<file path="config.mk">
export PLATFORM = sky130hd
export DESIGN_NAME = grant_decoder_3to8
export DESIGN_NICKNAME = d
export VERILOG_FILES = /design/src/rtl/grant_dec_pkg.sv /design/src/rtl/onehot_dec.sv /design/src/rtl/grant_decoder_3to8.sv
export SDC_FILE = /design/constraint.sdc
export NUM_CORES = 1
export LEC_CHECK = 0
export BUFFER_PORTS_ARGS = -buffer_cell sky130_fd_sc_hd__buf_2
export CAP_MARGIN = 25
export CORE_UTILIZATION = 44
export CTS_CLUSTER_DIAMETER = 150
export CTS_CLUSTER_SIZE = 14
export DETAILED_ROUTE_END_ITERATION = 8
export PLACE_DENSITY_LB_ADDON = 0.2
export SLEW_MARGIN = 20
export SYNTH_ARGS = -nofsm -noshare
export SYNTH_HDL_FRONTEND = slang
export SYNTH_SLANG_ARGS = --single-unit
</file>
<file path="constraint.sdc">
create_clock -name clk -period 1.9 [get_ports clk]
set_input_delay 0.38 -clock clk [delete_from_list [all_inputs] [get_ports clk]]
set_output_delay 0.38 -clock clk [all_outputs]
set_load 0.01 [all_outputs]
</file>
<file path="src/rtl/grant_dec_pkg.sv">
// Shared types and defaults for the grant decoder path.
package grant_dec_pkg;

    localparam int unsigned DEF_W       = 3;
    localparam int unsigned DEF_TIMEOUT = 16;

    typedef enum logic [1:0] {
        StIdle,
        StGrant,
        StRelease
    } state_e;

    // Timeout counter width; never narrower than one bit.
    function automatic int unsigned cnt_width(input int unsigned timeout);
        return (timeout == 0) ? 1 : $clog2(timeout + 1);
    endfunction

endpackage

</file>
<file path="src/rtl/onehot_dec.sv">
// Combinational binary-to-one-hot decoder, W in, 2**W out.
module onehot_dec #(
    parameter  int unsigned W = 3,
    localparam int unsigned N = 1 << W
) (
    input  logic [W-1:0] i_code,
    output logic [N-1:0] o_onehot
);

    always_comb begin
        o_onehot         = '0;
        o_onehot[i_code] = 1'b1;
    end

endmodule

</file>
<file path="src/rtl/grant_decoder_3to8.sv">
// Sequential 3-to-8 grant decoder: holds a one-hot grant until completion,
// abort or timeout, with a guard cycle between grants.
module grant_decoder_3to8
    import grant_dec_pkg::*;
#(
    parameter  int unsigned W       = DEF_W,
    localparam int unsigned N       = 1 << W,
    parameter  int unsigned TIMEOUT = DEF_TIMEOUT
) (
    input  logic         clk,
    input  logic         rst_n,
    input  logic         en,
    input  logic         code_valid,
    input  logic [W-1:0] code,
    output logic         code_ready,
    output logic [N-1:0] y,
    input  logic [N-1:0] done,
    output logic         busy,
    output logic         err
);

    localparam int unsigned CW = cnt_width(TIMEOUT);
    localparam logic [CW-1:0] CNT_LAST = CW'((TIMEOUT == 0) ? 0 : TIMEOUT - 1);

    state_e         r_state;
    logic [N-1:0]   r_y;
    logic           r_err;
    logic [W-1:0]   r_code;
    logic [CW-1:0]  r_cnt;

    logic [N-1:0]   w_dec;
    logic           w_accept;
    logic           w_hit;
    logic           w_stray;
    logic           w_timeout;

    onehot_dec #(
        .W (W)
    ) u_dec (
        .i_code   (code),
        .o_onehot (w_dec)
    );

    assign code_ready = en && (r_state == StIdle);
    assign busy       = (r_state != StIdle);
    assign y          = r_y;
    assign err        = r_err;

    assign w_accept  = code_valid && code_ready;
    assign w_hit     = done[r_code];
    // In GRANT r_y is exactly the decoded r_code, so it masks off the valid bit.
    assign w_stray   = |(done & ~r_y);
    assign w_timeout = (TIMEOUT != 0) && (r_cnt == CNT_LAST);

    always_ff @(posedge clk or negedge rst_n) begin
        if (!rst_n) begin
            r_state <= StIdle;
            r_y     <= '0;
            r_err   <= 1'b0;
            r_code  <= '0;
            r_cnt   <= '0;
        end else begin
            r_err <= 1'b0;
            case (r_state)
                StIdle: begin
                    if (w_accept) begin
                        r_code  <= code;
                        r_y     <= w_dec;
                        r_cnt   <= '0;
                        r_state <= StGrant;
                    end
                end
                StGrant: begin
                    r_err <= w_stray;
                    if (w_hit) begin
                        r_y     <= '0;
                        r_state <= StRelease;
                    end else if (!en) begin
                        r_y     <= '0;
                        r_state <= StIdle;
                    end else if (w_timeout) begin
                        r_y     <= '0;
                        r_err   <= 1'b1;
                        r_state <= StRelease;
                    end else if (TIMEOUT != 0) begin
                        r_cnt <= r_cnt + CW'(1);
                    end
                end
                StRelease: begin
                    r_state <= StIdle;
                end
                default: begin
                    r_state <= StIdle;
                end
            endcase
        end
    end

endmodule

</file>
Yosys cells after proc, flatten, opt, wreduce, memory -nomap -nowiden
Cells that the tools add are included.

word-level totals
  bits in registers = 19
  bits in latches = 0
  RAM bits = 0
  bits in read-only memories = 0
  bits of input ports = 15
  output and inout bits = 11
  word-level logic and storage cells = 52
  memories kept = 0

cells by class
  $add $sub $neg = 1
  multipliers = 0
  divide/modulo/power cells = 0
  magnitude comparators = 3
  equal/unequal tests = 7
  shifts and indexed selects = 0
  muxes and demuxes = 23
  bitwise gates (word level) = 2
  reduce and logical (&&, ||, !) cells = 11

operators by type and width
  kind                 number
  $mux 8               4
  $mux 5               4
  $pmux 8 s2           1
  $pmux 5 s2           1
  $and 8x8->8          1
  $lt 3x4->1 const B   2
  $mux 2               4
  $ne 2x2->1 const B   4
  $not 8->8            1
  $reduce_or 8->1      1
  $mux 1               6
  $add 5x1->5 const B  1
  $eq 5x4->1 const B   1
  $reduce_and 5->1     1
  $ne 4x4->1 const B   1
  $pmux 2 s2           1
  $reduce_and 2->1     2
  $reduce_bool 2->1    2
  $bmux 1 s3           1
  $demux 1 s3          1
  $ge 3x1->1 const B   1
  $logic_and 1x1->1    3
  $reduce_and 3->1     1
  $eq 2x1->1 const B   1
  $logic_not 2->1      1

Depth between registers and ports, before layout
Gate-level depths: netlist (run 1).

  depth in word-level cells = 7
  gate-level depth with buffers = 6
  gate-level depth less buffers = 6

Hierarchy
From an unflattened synthesis (run 1), not the netlist that was laid out.

second synthesis, totals
  cells, all modules = 105
  area total of the unflattened synthesis = 1,103.6 um^2

modules (own cells, without submodules)
  module              times used  cells an instance  area an instance (um^2)  sequential area each (um^2)
  grant_decoder_3to8  1           97                 1,038.5                  475.5
  onehot_dec          1           8                  65.1                     0.0

Least setup slack after synthesis (run 1)
No wires, ideal clock.

  kind = reg2reg
  from = register r_cnt[0]
  to = register r_y[0], in the netlist y[0]
  library setup time = 66 ps
  data arrival time = 1,753 ps
  data required time = 1,834 ps
  setup slack = 82 ps
  cell stages (with the launch flop) = 7
  buffers on the path = 0
  period minus slack after synthesis = 1,818 ps
  cells stage by stage = dfrtp_1 ha_1 and3_1 ha_1 or3_1 o21ai_4 a22o_1

on the way
  cells in the longest elaborated chain, start to end = 3

RTL lines
  what                               line                      text
  start: declaration                 grant_decoder_3to8.sv:29  logic [CW-1:0] r_cnt;
  start signal: assignment           grant_decoder_3to8.sv:86  r_cnt <= r_cnt + CW'(1);
  $eq 5x4->1                         grant_decoder_3to8.sv:53  assign w_timeout = (TIMEOUT != 0) && (r_cnt == CNT_LAST);
  $ne 4x4->1 (no source line)        --
  $reduce_and 3->1 (no source line)  --
  end signal: assignment             grant_decoder_3to8.sv:68  r_y <= w_dec;
  end: declaration                   grant_decoder_3to8.sv:26  logic [N-1:0] r_y;

Every way passes these cells.
A chain may end at the register's enable or synchronous reset.

Final worst setup path (run 1)
  from = register r_code[0]
  to = register r_y[2], in the netlist y[2]

on the way
  cells in the longest elaborated chain, start to end = 4
  elaborated cells between the ends (all ways) = 6
  classes of those cells = eq/ne (1); mux (4); reduce/logical (1)

RTL lines
  what                                                             line                      text
  start: declaration                                               grant_decoder_3to8.sv:28  logic [W-1:0] r_code;
  start signal: assignment                                         grant_decoder_3to8.sv:67  r_code <= code;
  $bmux 1 s3 *                                                     grant_decoder_3to8.sv:50  assign w_hit = done[r_code];
  $mux 1 (implied by the code) *                                   grant_decoder_3to8.sv:50
  $ne 4x4->1 (no source line) or $mux 8 (tied branches)            --
  $reduce_and 3->1 (no source line) or $pmux 8 s2 (tied branches)  --

Mark *: on every way between the ends. The rest lies on a longest branch, timed or not. The select of a mux whose other input is x is not followed.

==> summary.md, run 1 <==
The deepest clock path buffer count was 2. The fraction of power consumed by sequential logic is 45.1%, and the floorplan row count is 17. For this design the ratio of total power to cell area is 976.8 mW/mm^2.

The final layout net count is 155. Flip-flop and latch count after synthesis: 19. In the post-synthesis netlist, the biggest area contributors are dfrtp_1 (45%), mux2i_1 (5.7%), nand2_1 (5.4%).

The tools report the via count of the routed design as 888. Summing the sequential cell areas from Yosys gives 45.24% of the chip area. Of the total power, combinational logic draws 39.6%. In the layout the commonest cells are buf_2 (25), dfrtp_1 (18), nand2_1 (15).

For the met1 usage in global routing, the log shows 31.79%. VDD sags by at most 0.5623 mV. The count of buffers added on input and output ports is 25. The cell at the root of the clock tree is clkbuf_4. The slowest stage of the critical path belongs to the cell mux4_2. The repair_antennas step left the layout with diodes totalling 0. Library cell occupying the most area in the post-synthesis netlist: dfrtp_1. The run gives 103 as the gate count of the mapped netlist. The worst register-to-register path begins at r_code[0].

The I/O pin count was 26. The remaining antenna violation count is 0, and the count of buffering cells on the critical path with inverters included is 0. The category of cells accounting for the largest share of critical-path delay was multiplexers.

The element type at the critical path end is a flop. The run gives 0 as the max-capacitance violation count. After detailed routing, the number of remaining DRC violations is 0. Instance count on the critical path: 4.

The placeable core region is 0.002233 mm^2, and the CTS clock-pin slew for the worst setup and hold paths is 0.10 ns. The mean cell area of the mapped netlist is 10.20 um^2, and the overall power is 1260 uW. Setup repair after global routing could not meet its margin everywhere.

Yosys printed 0 warnings. Once the floorplan was initialized, standard cells occupied 47.06% of the core. The net count of the mapped netlist is 120. At the end of routability-driven placement, the weighted congestion stood at 0.7862. Buffers inserted during clock tree synthesis total 3. The run gives 0 as the max-slew violation count. The flow ran to the end, and the final reports show no timing, DRC or antenna violations.

The worst hold path belongs to the class input port to asynchronous set/reset pin. The die is 50.88 um wide. Traced cell by cell, the critical path runs through mux2_4 > mux4_2 > o21ai_4 > a22o_1. The tools report the fmax as 0.5391 GHz. Hold timing on the final database bottoms out at a slack of 0.01691 ns. The logs give 15.3% for the clock network fraction of total power and 0.05 ns for the worst reg-to-reg setup slack. Prior to clock tree synthesis, the placed netlist has a worst setup slack of 0.0009101 ns. The worst endpoint required time was 2.13 ns. The die footprint is 0.002588 mm^2, and the data arrival time of the worst path is 2.08 ns. The netlist area before placement is 0.001051 mm^2. Yosys mapped the design onto 30 distinct sky130hd cell types. The fraction of final layout cells sized beyond drive strength 1 was 34.31%; the number of antenna violations at the first check in global routing was 0. The clock reaches the later pin of the worst-skew pair after 0.28 ns.

Routing layer with the top usage in global route: met2. Most common library cell in the layout ignoring fill and taps: buf_2. The first global-routing pass estimated 4181 um of wire. The maximum number of pins on one net before global-route repair was 20. The destination of the worst register-to-register timing path was y[2]. Global routing consumed, on the met3 layer, 2.976% of the routing resources. For this block, the initial DRC count from the detailed router was 24.

In this run the worst path has a maximum fanout of 8. For this run, the slowest stage of the critical path takes 0.54 ns. The time the final worst path needs with I/O delays and setup is 1.855 ns, and the final hold violation count is 0. The clock arrives with 0.004089 ns of skew.

The run gives 0 as the total grt overflow. Measured against its own limit, the worst slew margin works out to 71.55%. The depth of the worst register-to-register path is 4.

In this run, post-CTS hold repair placed 0 buffers. The tools report the static leakage as 0.0006948 uW. The die span in y is 50.88 um.

The total wirelength of the detailed-routed design was 2431 um; the detailed-route wire length per cell was 14.73 um. The detailed placement HPWL was 1909 um; the number of global-route vias before repair was 905. The H-tree depth was 1; the number of detailed-routing iterations run before antenna repair was 4. The worst setup path is of the flop to flop kind. After synthesis, the largest area contributor takes up 45.24% of total cell area.

The tree built by TritonCTS fans out to 19 sinks. The tools report the minimum setup slack in the final design as 0.04518 ns. The internal power is 815.5 uW, and the setup violation total in the final timing report is 0.

From synthesis to final layout, the design area changed by 22.74%. TritonCTS built the clock tree. The final clock period utilization by the worst path was 97.62%.

For met2 alone, demand over resource in global routing was 36.00%. In the routed layout, each cell is associated on average with a via count of 5.382. The switching share of power came out at 35.28%. After clock tree synthesis, the setup repair step added 0 buffers. The worst setup path is launched from a flop.

In this run the power spent charging and discharging nets is 444.6 uW. For the all-layer global routing usage, the log shows 22.20%. The slew at the pin closest to its max-slew limit is 0.4268 ns.
-- registers in the layout (all words and copies together), names as in the netlist --
signal and cells:
r_state 2, err 1, r_cnt 5, y 8
r_code 3
-- layer usage --
| metal | vias to the layer above | share of wire, % |
|---|---|---|
| li1 | 438 | - |
| met1 | 426 | 49 |
| met2 | 22 | 46 |
| met3 | 2 | 4.7 |
| met4 | 0 | 0.49 |
| met5 | - | 0 |
-- through the flow --
| step | util, % | cells | area, um^2 | setup TNS, ns |
|---|---|---|---|---|
| 2_1_floorplan | - | 103 | 1051 | 0 |
| 3_3_place_gp | 55.91 | 161 | 1249 | 0 |
| 3_5_place_dp | 55.91 | 161 | 1249 | 0 |
| 4_1_cts | 57.59 | 165 | 1286 | 0 |
| 5_1_grt | 57.76 | 165 | 1290 | -0.3198 |
| 6_report | 57.76 | 165 | 1290 | 0 |
-- layout make-up --
class                           instances  area [um^2]
Fill cell                             203        943.4
Multi-Input combinational cell         71        533.0
Sequential cell                        19        476.7
Timing Repair Buffer                   32        177.7
Inverter                               11        41.29
Tap cell                               28        35.03
Clock buffer                            4        26.28
-- synth_stat cells, drive strengths merged --
master / n
a21oi: 3
a22o: 6
a31o: 1
a31oi: 1
and3: 3
buf: 1
clkbuf: 1
dfrtp: 19
ha: 2
inv: 11
mux2: 4
mux2i: 6
mux4: 2
nand2: 15
nand2b: 1
nand3: 3
nand4bb: 1
nor2: 6
nor3: 2
nor4: 1
nor4bb: 1
o211ai: 1
o21ai: 4
o22ai: 4
o2bb2ai: 2
or2: 1
or3: 1
-- worst max path at each step --
stage                     startpoint    to  slack, ns
after floorplan             r_cnt[0]  y[0]       0.08
after global placement     r_code[0]  y[0]       0.03
after detailed placement   r_code[0]  y[1]     0.0009
after CTS                   r_cnt[0]  y[2]       0.03
after global routing       r_code[0]  y[2]      -0.05
final                      r_code[0]  y[2]       0.05
-- kinds of logic (layout without fill, tap and decap cells) --
logic type	Yosys count	in the layout	synth area share [%]
flops	19	19	45.24
simple gates	35	35	16.07
compound gates	22	22	15.60
fa+ha+maj	2	2	2.381
buf+inv	13	47	5.357
mux	12	12	15.36
-- power by group through the flow --
stage	clock network, uW	logic [uW]	registers [uW]
finish	193	498	568
CTS	201	494	568
global route	226	557	582
detailed placement	0	487	572
floorplan	0	341	551
global placement	0	479	565
-- timing repair --
item	CTS	global route
pin swaps	3	4
setup endpoints to repair	8	8
resized for setup	4	1
Power figures use the tool's default switching activity.
==> inputs of run 2 (changes only) <==
- CORE_UTILIZATION: 44 -> 46
==> run 2 against run 1 <==
Compared with the run above:
- power is 1.0% lower
- highest routed layer unchanged
- critical path depth unchanged
- non-clock buffer count shrank 3
- worst setup slack got worse by 0.0038 ns
- the flow now finishes with violations (hold timing)
==> summary.md, run 2 (synthesis gave the netlist of run 1 again) <==
The library cells used most frequently in the layout, excluding fill and tap cells, are buf_2 (25), dfrtp_1 (18), nand2_1 (15). The final clock period utilization by the worst path is 97.82%. The tools report the number of antenna violations at the first check in global routing as 0. Entering global routing, the biggest net connects 20 pins.

The final layout net count was 152; the clock network fraction of total power was 16.0%. The share of total power dissipated in sequential elements is 45.4%. The top fanout value on the critical path is 8. Summed over all layers, the global routing overflow is 0. The tools report the fmax as 0.5380 GHz. The count of buffering cells on the critical path with inverters included was 0; the I/O pin count was 26.

The post-route netlist has 32.84% of its cells at a drive strength greater than 1. Global routing consumed, on the met3 layer, 3.395% of the routing resources. The largest vdd supply drop was 0.6561 mV; the starting density of the core was 50.97%.

The first routing iteration left 17 violations. In this run the power spent charging and discharging nets is 438.0 uW. The total clock buffers created by CTS was 3. Dividing total power by cell area gives a power density of 985.1 mW/mm^2. In this run the clock root is driven by a clkbuf_4. For the max-slew violation count, the log shows 0.

The signal on the critical path passes through mux2_4 > mux4_2 > o21ai_4 > a22o_1. The CTS sink count is 19. The post-route cell area is 0.001266 mm^2, and the worst hold slack is -0.0001093 ns.

The tools report the placeable core region as 0.002062 mm^2. The final reports fail on hold timing. STA classifies the critical path startpoint as a flop. The first TritonRoute pass finished after 4 iterations.

The element type at the critical path end is a flop. The count of buffers added on input and output ports is 25. The setup fix buffers added after clock tree synthesis is 0, and the register area is 476.7 um^2.

Number of diodes added for antenna fixing: 0. Type of the worst min-delay path: input port to asynchronous set/reset pin. In this run the tightest slew margin relative to its limit is 67.23%. Wires add up to 2307 um. The routed layout has 883 vias. Met2 usage in global routing: 36.49%. The floorplan has 16 rows. Leaving out fill and tap cells, the most frequent cell in the layout is buf_2. The tools report the detailed placement HPWL as 1809 um.

TritonCTS built the clock tree. The filler cells instantiated in the layout total 182. Residual DRC count: 0. After routing, the total negative slack on setup checks comes to 0 ns.

The slew at the pin closest to its max-slew limit was 0.4849 ns; the detailed-route wire length per cell was 14.33 um. In this design, the largest share of critical-path delay is due to multiplexers. The data arrival time of the worst path is 2.09 ns, and the worst endpoint required time is 2.13 ns. The die covers 0.002480 mm^2. In this run switching power makes up 35.11% of total power. The smallest clock period supported by the final layout is computed as 1.859 ns.

The die span in y is 49.80 um. Kind of critical path: flop to flop. The clock arrives with 0.002749 ns of skew. The logs give 2 for the deepest clock path buffer count and 61.41% for the post-layout utilization of the core. The flow ran to the end, but the final reports show violations.

The cell area reported after detailed placement was 0.001225 mm^2. The H-tree depth is 1, and the number of global-route vias before repair is 877. Global routing consumed, over all layers together, 21.08% of the routing resources. The logs give 0 for the setup violation total in the final timing report and 2 for the final hold violation count.

The floorplan die width works out to 49.80 um. Clock-pin slew was measured on the worst setup and hold paths at 0.10 ns. In this run the remaining antenna-violating nets after routing total 0.

Setup repair after global routing could not meet its margin everywhere. For the relative contribution of combinational cells to total power, the log shows 38.6%. The routing layer with the top usage in global route is met2. From synthesis to final layout, the design area changed by 20.48%. The register with the most flip-flops in the layout has 8 of them. The wire length of the first global-routing pass was 3891 um. The worst-skew pair later-pin latency came out at 0.29 ns. In this run the static leakage power is 0.0006787 uW. The tools report the internal power as 809.4 uW. Placer congestion estimate: 0.7836.

The tool flagged a number of max-cap violations equal to 0. Summing all multi-input logic gate instances after layout gives 533.0 um^2. The largest single stage delay on the critical path is 0.53 ns. The met1 usage in global routing was 27.71%; the via density per instance was 5.484.

The largest individual stage delay along the critical path comes from the cell mux4_2.
-- run 2: power by group through the flow --
stage          Combinational, uW  Clock (uW)  Sequential, uW
3_5_place_dp                 469           0             571
2_1_floorplan                341           0             551
3_3_place_gp                 465           0             565
5_1_grt                      532         227             576
6_report                     482         199             566
4_1_cts                      477         206             565
-- run 2: timing repair --
item	4_1_cts	5_1_grt
pin swaps	2	3
setup endpoints to repair	8	4
gates resized for setup	4	1
endpoints found under the hold margin	0	0
hold buffers	0	0
-- run 2: per-layer routing --
metal,up-vias,share of wire (%)
li1,436,-
met1,425,46
met2,19,49
met3,3,4.4
met4,0,0.61
met5,-,0
-- run 2: area by class of cell --
| class | instances | area share (%) |
|---|---|---|
| timing repair buffer | 29 | 12.25 |
| sequential | 19 | 37.65 |
| multi-input combinational | 71 | 42.09 |
| inverter | 11 | 3.261 |
| tap | 27 | 2.668 |
| clock buffer | 4 | 2.075 |
-- run 2: through the flow --
step	power [uW]	setup WS, ns	instances
after detailed placement	1040	-0.01281	157
after global placement	1030	0.01600	157
after global routing	1335	-0.01397	161
after floorplan	892.3	0.08151	103
final	1247	0.04135	161
after CTS	1248	0.03296	161
-- run 2: worst paths after layout --
check | slack [ns] | cells past startpoint | from | endpoint
worst min register to register | 0.49 | 1 | r_cnt[3] | r_cnt[3]
worst max register to register | 0.04 | 4 | r_code[0] | y[2]
min in group clk | 0.31 | 2 | code[1] | y[4]
worst max-delay path | 0.04 | 4 | r_code[0] | y[2]
max in group asynchronous | 1.59 | 1 | rst_n | r_code[0]
worst min-delay path | -0.0001 | 1 | rst_n | r_cnt[3]
==> inputs of run 3 (changes only) <==
- clock period: 1.9 -> 1.6 ns (I/O delays scaled with it)
==> run 3 against run 2 <==
Compared with the run above:
- the run ends with setup timing left
- combinational power increased by 50%
- die area unchanged
- cell count increased by 12%
- fmax increased by 2.2%
- critical path depth unchanged
- largest cell class unchanged
==> summary.md, run 3 (synthesis gave the netlist of run 1 again) <==
The run finished, with violations left. The checks that failed: setup timing. The tree built by TritonCTS fans out to 19 sinks.

The time the final worst path needs with I/O delays and setup was 1.819 ns; the number of flip-flops under the largest register name was 8. The number of global-route vias before repair is 1022. Pre-CTS setup slack: -0.2398 ns. The final critical path takes up 113.7% of the cycle. Clock latency on the worst-skew pair, taken at its later pin, is 0.29 ns. The max-slew violation count came out at 0. The launching point of the worst reg2reg path is r_code[0]. The met1 usage in global routing is 29.56%. The residual DRC count is 0, and the number of buffers added on ports is 25. CTS placed an instance of clkbuf_4 at the clock tree root. The floorplan die width works out to 49.80 um. The critical path ends at y[2]. The H-tree depth is 1, and the detailed placement HPWL is 2119 um. The worst setup path startpoint is r_code[0].

The depth of the worst register-to-register path is 4, and the CTS clock-pin slew for the worst setup and hold paths is 0.11 ns. In this run, the number of DRC markers left after iteration 0 of detailed routing was 30. On the critical path, the stage with the largest delay is an instance of mux4_2. The run gives 0.002480 mm^2 as the die footprint. Traced cell by cell, the critical path runs through mux2_4 > mux4_2 > o21ai_4 > a22o_1. Grouping stages by cell kind, the critical path spends the most delay in multiplexers. Leaving out fill and tap cells, the most frequent cells in the layout are buf_2 (25), buf_4 (19), dfrtp_1 (18). The I/O pin count was 26. The deepest clock path buffer count is 2.

The maximum number of pins on one net before global-route repair is 20, and the headroom to the max-slew limit is 71.66%. Using the TritonRoute via totals, the vias-per-cell ratio works out to 5.544. The final layout contains 171 nets.

For this run, global-route usage on met2 was measured as 44.59%. In this run, CTS created clock tree buffers numbering 3. The placer congestion estimate came out at 0.8134. The tools report the number of antenna violations at the first check in global routing as 0.

The detailed-route wire length per cell was 15.93 um. The tools report the destination of the worst register-to-register timing path as y[2]. TritonCTS built the clock tree.

The area of the multi-input gates is 575.6 um^2. The element type at the critical path end is a flop. Worst stage delay on the critical path: 0.54 ns. The tools report the number of diodes added for antenna fixing as 0.

The routed layout has 998 vias. The die span in y works out to 49.80 um. Starting density of the core: 50.97%. STA classifies the critical path startpoint as a flop.

STA puts the critical path data arrival time at 2.06 ns. In the final layout, the share of cells above drive strength 1 is 43.79%. The first global-routing pass estimated 4554 um of wire. The logs give 1.84 ns for the worst endpoint required time and -2.756 ns for the summed negative setup slack over all endpoints. The clock tree skew after final layout was 0.005044 ns; the instance count on the critical path was 4. The worst reg-to-reg setup slack was -0.22 ns.

The logs give 0.5497 GHz for the fmax and 16 for the setup violation total in the final timing report. The post-synthesis to final-layout area growth is 39.52%. Max-capacitance violation count: 0. The count of nets left with antenna violations once routing finished came out at 0.

The post-layout utilization of the core was 71.12%; the floorplan row count was 16. Of all nets on the critical path, the largest fanout is 8. In the global route stage, met3 resource usage came out at 2.469%.

The logs give 2867 um for the total wirelength of the detailed-routed design and 155 for the layout filler cell count. In this run the power density over the cells is 1116 mW/mm^2. The placeable core region is 0.002062 mm^2, and the largest vdd supply drop is 0.8308 mV. The run gives 476.7 um^2 as the register area. In the global route stage, overall resource usage came out at 24.74%.

The tools report the final hold violation count as 0. Kind of critical path: flop to flop. The count of buffering cells on the critical path with inverters included works out to 0.

Setup repair after global routing could not meet its margin everywhere. Minimum setup slack in the final design: -0.2193 ns. The path class of the tightest hold or removal check is input port to flop. The logs give 0 for the total grt overflow and 0.2386 ns for the worst hold slack. At the pin with the least slew margin, the transition time is 0.4250 ns. The first detailed-routing pass took 4 iterations. Summed over all cells, the static leakage comes to 0.0007849 uW. The most common library cell in the layout ignoring fill and taps was buf_2. The global routing stage identified its most utilized layer as met2.
run 3: cell types whose count changed in the layout (fill, tap and decap cells not counted), moves of 2 or more:
cell     previous run  this run
nand3_2             0         2
nand3_1             3         1
buf_6               0         3
buf_4               4        19
run 3: worst min-delay path by stage:
stage / startpoint / end / cells after the start
finish: code[1] / y[4] / 2
global route: code[1] / y[4] / 2
CTS: code[1] / y[4] / 2
detailed placement: rst_n / y[2] / 1
global placement: rst_n / r_cnt[3] / 1
floorplan: rst_n / err / 0
run 3: routing by layer:
| layer | vias to the layer above | part of all wire, % | wire length (um) |
|---|---|---|---|
| met1 | 494 | 40 | 1159 |
| li1 | 465 | - | - |
| met4 | 0 | 2.7 | 77 |
| met3 | 10 | 3.9 | 111 |
| met2 | 29 | 53 | 1519 |
| met5 | - | 0 | 0 |
run 3: stage by stage:
step | power, uW | cell area, um^2 | std cells
finish | 1636 | 1466 | 180
global placement | 1278 | 1363 | 172
global route | 1724 | 1466 | 180
CTS | 1610 | 1446 | 179
detailed placement | 1305 | 1363 | 172
floorplan | 1064 | 1076 | 103
run 3: area by class of cell:
cell class / count / share of cell area (%)
multi-input combinational: 71 / 39.25
sequential: 19 / 32.51
timing repair buffer: 48 / 21.25
inverter: 11 / 2.816
tap: 27 / 2.304
clock buffer: 3 / 1.536
clock inverter: 1 / 0.3413
run 3: where the power goes:
part / total, uW / internal [uW] / switching, uW
registers: 673 / 571 / 102
logic: 723 / 378 / 346
clock network: 240 / 93.0 / 147
total: 1640 / 1040 / 595
run 3: what timing repair did:
action | 4_1_cts | 5_1_grt
pin swaps | 4 | 12
hold endpoints to repair | 19 | 0
setup endpoints to repair | 16 | 17
hold buffers | 1 | 0
resized for setup | 8 | 3
setup buffers | 2 | 1
